`config.mk`:
```
export PLATFORM = sky130hd
export DESIGN_NAME = wb_retire
export DESIGN_NICKNAME = d
export VERILOG_FILES = /design/src/rtl/pipe_pkg.sv /design/src/rtl/st_tracker.sv /design/src/rtl/wb_retire.sv
export SDC_FILE = /design/constraint.sdc
export NUM_CORES = 1
export LEC_CHECK = 0
export CORE_MARGIN = 3
export CORE_UTILIZATION = 40
export CTS_BUF_LIST = sky130_fd_sc_hd__clkbuf_2 sky130_fd_sc_hd__clkbuf_4 sky130_fd_sc_hd__clkbuf_8
export DETAILED_ROUTE_END_ITERATION = 7
export PLACE_DENSITY = 0.78
export SKIP_LAST_GASP = 1
export SLEW_MARGIN = 10
export SYNTH_ARGS = -nofsm -noshare
export SYNTH_HDL_FRONTEND = slang
export SYNTH_SLANG_ARGS = --single-unit
```
`constraint.sdc`:
```
create_clock -name clk -period 2.6 [get_ports clk]
set_input_delay 0.39 -clock clk [delete_from_list [all_inputs] [get_ports clk]]
set_output_delay 0.39 -clock clk [all_outputs]
set_load 0.02 [all_outputs]
```
`src/rtl/pipe_pkg.sv`:
```
// Shared pipeline definitions for the writeback/retire slice.
// Holds the retire-state encoding and default widths.
package pipe_pkg;

    typedef enum logic [1:0] {
        RUN    = 2'd0,
        DRAIN  = 2'd1,
        HALTED = 2'd2
    } retire_state_e;

    localparam int DATA_W_D    = 16;
    localparam int REG_AW_D    = 4;
    localparam int MAX_OUTST_D = 4;

endpackage

```
`src/rtl/st_tracker.sv`:
```
// Outstanding-store tracker: saturating up/down counter of un-acked stores.
// Ports: i_inc (store accepted), i_dec (st_ack), o_cnt, o_full,
//        o_zero_nxt (count is zero after this edge), o_err (sticky underflow).
module st_tracker
#(
    parameter int MAX = 4,
    parameter int OW  = $clog2(MAX + 1)
)
(
    input  logic          clk,
    input  logic          rst_n,
    input  logic          i_inc,
    input  logic          i_dec,
    output logic [OW-1:0] o_cnt,
    output logic          o_full,
    output logic          o_zero_nxt,
    output logic          o_err
);

    localparam logic [OW-1:0] MAXC = OW'(MAX);

    logic [OW-1:0] r_cnt;
    logic [OW-1:0] w_cnt_nxt;
    logic          r_err;
    logic          w_under;

    // An ack with nothing outstanding is an underflow unless a new store
    // arrives in the same cycle to cover it.
    assign w_under = i_dec && !i_inc && (r_cnt == '0);

    always_comb begin
        w_cnt_nxt = r_cnt;
        if (i_inc && !i_dec && (r_cnt != MAXC)) begin
            w_cnt_nxt = r_cnt + OW'(1);
        end else if (i_dec && !i_inc && (r_cnt != '0)) begin
            w_cnt_nxt = r_cnt - OW'(1);
        end
    end

    always_ff @(posedge clk or negedge rst_n) begin
        if (!rst_n) begin
            r_cnt <= '0;
            r_err <= 1'b0;
        end else begin
            r_cnt <= w_cnt_nxt;
            if (w_under) begin
                r_err <= 1'b1;
            end
        end
    end

    assign o_cnt      = r_cnt;
    assign o_full     = (r_cnt == MAXC);
    assign o_zero_nxt = (w_cnt_nxt == '0);
    assign o_err      = r_err;

endmodule

```
`src/rtl/wb_retire.sv`:
```
// Writeback/retire stage: registers retiring instructions, drives the
// regfile write port / bypass, and holds isHalt until stores have drained.
// Ports: m_* handshake from memory stage, st_ack, rf_*/fwd_* write+bypass,
//        W_v retire pulse, isHalt, outst count, sticky ack_err.
module wb_retire
    import pipe_pkg::*;
#(
    parameter int DATA_W    = DATA_W_D,
    parameter int REG_AW    = REG_AW_D,
    parameter int MAX_OUTST = MAX_OUTST_D,
    parameter int OW        = $clog2(MAX_OUTST + 1)
)
(
    input  logic              clk,
    input  logic              rst_n,
    input  logic              m_v,
    output logic              m_ready,
    input  logic              m_halt,
    input  logic              m_wen,
    input  logic [REG_AW-1:0] m_rd,
    input  logic [DATA_W-1:0] m_data,
    input  logic              m_st,
    input  logic              st_ack,
    output logic              rf_wen,
    output logic [REG_AW-1:0] rf_waddr,
    output logic [DATA_W-1:0] rf_wdata,
    output logic              fwd_v,
    output logic [REG_AW-1:0] fwd_rd,
    output logic [DATA_W-1:0] fwd_data,
    output logic              W_v,
    output logic              isHalt,
    output logic [OW-1:0]     outst,
    output logic              ack_err
);

    retire_state_e     r_state;
    retire_state_e     w_state_nxt;
    logic              w_full;
    logic              w_zero_nxt;
    logic              w_acc;
    logic              w_wr;
    logic              r_wv;
    logic              r_wen;
    logic [REG_AW-1:0] r_waddr;
    logic [DATA_W-1:0] r_wdata;

    // rst_n gating keeps m_ready low while reset is held.
    assign m_ready = rst_n && (r_state == RUN) && !w_full;
    assign w_acc   = m_v && m_ready;
    // HALT retires without writing, even if m_wen is set.
    assign w_wr    = w_acc && m_wen && !m_halt;

    st_tracker #(
        .MAX (MAX_OUTST),
        .OW  (OW)
    ) u_st (
        .clk        (clk),
        .rst_n      (rst_n),
        .i_inc      (w_acc && m_st),
        .i_dec      (st_ack),
        .o_cnt      (outst),
        .o_full     (w_full),
        .o_zero_nxt (w_zero_nxt),
        .o_err      (ack_err)
    );

    always_ff @(posedge clk or negedge rst_n) begin
        if (!rst_n) begin
            r_wv    <= 1'b0;
            r_wen   <= 1'b0;
            r_waddr <= '0;
            r_wdata <= '0;
        end else begin
            r_wv  <= w_acc;
            r_wen <= w_wr;
            if (w_wr) begin
                r_waddr <= m_rd;
                r_wdata <= m_data;
            end
        end
    end

    always_ff @(posedge clk or negedge rst_n) begin
        if (!rst_n) begin
            r_state <= RUN;
        end else begin
            r_state <= w_state_nxt;
        end
    end

    always_comb begin
        w_state_nxt = r_state;
        unique case (r_state)
            RUN: begin
                if (w_acc && m_halt) begin
                    w_state_nxt = DRAIN;
                end
            end
            DRAIN: begin
                // Uses the post-update count so the final ack halts at once.
                if (w_zero_nxt) begin
                    w_state_nxt = HALTED;
                end
            end
            HALTED: begin
                w_state_nxt = HALTED;
            end
            default: begin
                w_state_nxt = RUN;
            end
        endcase
    end

    assign W_v      = r_wv;
    assign rf_wen   = r_wen;
    assign rf_waddr = r_waddr;
    assign rf_wdata = r_wdata;
    assign fwd_v    = r_wen;
    assign fwd_rd   = r_waddr;
    assign fwd_data = r_wdata;
    assign isHalt   = (r_state == HALTED);

endmodule

```
==> run summary <==
## Setup path
- inv_1 -> ha_1 -> a21boi_4 -> and2_1 -> o31a_1 -> mux2i_1 -> or4_1 -> nand3_1 — crit path cell chain
- 6 — Critical Path Fanout Max
- 8 — number of cells on the worst reg-to-reg path
- 0.49 ns — maximum single-stage delay on the critical path
- 0.38 ns — worst-case register-to-register setup slack
- r_state[0] — Critical Path Sink
- register — Critical Path Source Type
- u_st.o_cnt[1] — critical path launch point
- u_st.o_cnt[1] — reg2reg start
- register — nature of the critical path endpoint
- 2.49 ns — data arrival time of the critical path
- or4_1 — highest-delay cell along the critical path
- register to register — Worst Setup Path Type
- r_state[0] — endpoint of the most critical register-to-register path
- 2.87 ns — data required time of the critical path

## Yosys
- 28 — synthesis-stage register bit count
- dfrtp_1 — most area-hungry cell type in the Yosys netlist
- dfrtp_1 49%, mux2_2 16%, buf_4 11% — cell types occupying the most area after synthesis
- 0.486 — sequential share of the synthesized area
- 118 — Mapped Cells
- 28 — distinct cell type count after synthesis
- 0 — number of warning messages in the yosys log
- 0 — number of enable-type register cells in the synthesized netlist
- 28 x dfrtp_1, 21 x buf_4, 20 x mux2_2, 7 x ha_1, 6 x inv_1 — most frequent cells after synthesis
- 0.486 — area share of the largest cell type after synthesis
- 152 — Net Count, Synth
- dfrtp_1 — top_reg_cell synth
- 1.00 — asr flop ratio synth
- 1440 sq um — cell area after synthesis
- 12.2 sq um — average instance area after synthesis
- dfrtp_1 — most frequent cell after synthesis

## Floorplanning
- 4360 sq um — floorplan die area
- 3420 sq um — CORE AREA
- 76 — Ports
- 0.422 — initial core utilization
- 21 — number of rows created at floorplan
- 66.0 microns — Chip Height
- 66.0 microns — Horiz. Die Dim

## Final layout
- 0.169 — layout cell share with drive strength beyond 1
- 49.3% — relative area change from synthesis to final layout
- 212 — Final #Nets
- 223 — Final Non-Filler Cells
- 2150 sq um — finished layout cell area
- 0 — antenna diode instance count
- 264 — fill cell instance count of the final layout

## Route
- 4.86 — average vias per placed instance
- 0 — number of design rule violations left after detail routing
- 0 — Routed Antenna Nets
- 3220 microns — Detailed Route WL
- 1083 — via count
- 19 — 1st-iter DRT viols
- 14.4 microns — average wire per cell in the routed design
- 4 — detailed-routing iteration count for the pre-antenna-repair pass

## Clock network
- clkbuf_4 — clock root buffer master
- 3 — cts bufs inserted
- 2 — worst-case clock buffer depth
- 1 — CTS H-Tree Depth
- 0 — post-CTS setup buffer count
- 0.33 ns — clock latency of the later-clocked register in the worst-skew pair
- yes — CTS tree
- 0.14 ns — Worst-path clk slew
- 28 — CTS sink cnt

## Timing
- 0.398 ns — transition time at the pin with the least slew margin
- false — unrepaired setup endpoints after global routing
- 0 ns — Sum Neg Setup Slack
- 0 — final setup violation count
- 0 — Max Transition Viols Final
- 0.00547 ns — Final Skew
- 0 — final hold viol count
- 2.22 ns — Final Critical Period
- 0.727 — relative slew slack
- 450 MHz — maximum achievable frequency
- 0.854 — period utilization

## Placement
- 2100 sq um — placed standard-cell area
- 219 — Post-Place Cells
- 0.987 — Final GP Congestion
- 2600 microns — post-DP HPWL
- 75 — IO Port Bufs

## GRT
- 22 — pin count of the biggest net entering global routing
- 0.153 — GR Util All Layers
- 5120 microns — first-pass GRT wire length
- 0 — number of antenna violations at the first check in global routing
- 1050 — vias in the first global route
- 0 — total global routing overflow

## Pwr
- 1250 nW/um^2 — Pwr Density
- 0.524 mV — maximum VDD drop
- 0.943 nW — cell leakage power

## Job
- 0 — max capacitance violation total

## Outcome
- completed — outcome

## Worst hold path
- input pin to asynchronous set/reset pin — worst min-delay path category

-- routing by layer --
layer / vias to the layer above / share of wire / GRT usage
met5: - / 0 / 0
li1: 513 / - / -
met1: 516 / 0.39 / 0.181
met2: 49 / 0.52 / 0.268
met3: 5 / 0.078 / 0.0459
met4: 0 / 0.0093 / 0.0406
-- power by group --
group / total, W / switching [W] / leakage, nW / internal (W)
combinational: 0.00170 / 0.000835 / 0.577 / 0.000864
clock: 0.000210 / 0.000124 / 0.0210 / 0.0000858
sequential: 0.000789 / 0.000160 / 0.346 / 0.000629
total: 0.00270 / 0.00112 / 0.943 / 0.00158
-- worst min-delay path by stage --
stage	startpoint	endpoint	slack [ns]	cells past startpoint
after floorplan	rst_n	W_v	0.09	0
after global routing	rst_n	W_v	0.38	2
after detailed placement	u_st.o_err	u_st.o_err	0.48	1
after CTS	rst_n	W_v	0.37	2
final	rst_n	W_v	0.38	2
after global placement	u_st.o_err	u_st.o_err	0.47	1
-- worst max-delay path, delay by kind of cell (launching register included) --
kind                       cells  cell delay (ns)
AOI/OAI and AO/OA              2             0.41
adders and majority gates      1             0.26
buffers and inverters          1             0.09
DFF                            1             0.44
muxes                          1             0.15
and+or+nand+nor                3             0.81
-- flip-flops by register name, summed over array words and instances (netlist names) --
name and flops:
fwd_v 1, fwd_rd 4, u_st.o_err 1, W_v 1, fwd_data 16, r_state 2, u_st.o_cnt 3
-- stage by stage --
step	util	hold slack, ns	total power, W	setup WS, ns
after global routing	0.630	0.379	0.00286	0.289
after CTS	0.627	0.373	0.00270	0.0282
after global placement	0.616	0.466	0.00243	0.392
final	0.630	0.376	0.00270	0.379
after detailed placement	0.616	0.480	0.00249	0.342
after floorplan	-	0.0944	0.00185	0.479
-- cells by family after synthesis --
kind of cell / Yosys count / share of synthesized area
xor gates and xnor gates: 1 / 0.00608
buffers and inverters: 29 / 0.132
DFF: 28 / 0.486
adders and majority gates: 7 / 0.0608
AOI/OAI and AO/OA: 14 / 0.0712
muxes: 22 / 0.170
and+or+nand+nor: 17 / 0.0738
-- what timing repair did --
item / CTS / global route
setup endpoints to repair: 0 / 1
resized for setup: 0 / 3
hold buffers: 0 / 0
-- cells in the final DEF (no fill, tap or decap), drive strengths merged --
cell,netlist,final
a21boi,2,2
a21o,1,1
a21oi,3,3
a221o,1,1
a41o,1,1
and2,2,2
and3,2,2
and3b,1,1
buf,23,3
clkbuf,0,4
clkdlybuf4s50,0,74
dfrtp,28,28
dlymetal6s2s,0,1
ha,7,7
inv,6,6
mux2,20,20
mux2i,2,2
nand2,3,3
nand2b,2,2
nand3,2,2
nand4,1,1
nor3b,2,2
o21ai,3,3
o311ai,2,2
o31a,1,1
or4,2,2
xnor2,1,1
-- cell type report --
| type | instances | area (sq um) | share of cell area |
|---|---|---|---|
| sequential | 28 | 702 | 0.326 |
| inverter | 6 | 22.5 | 0.0105 |
| timing repair buffer | 78 | 776 | 0.360 |
| clock buffer | 4 | 36.3 | 0.0169 |
| tap | 46 | 57.6 | 0.0267 |
| multi-input combinational | 61 | 558 | 0.259 |
Note: power is estimated with default switching activity, not from simulation.
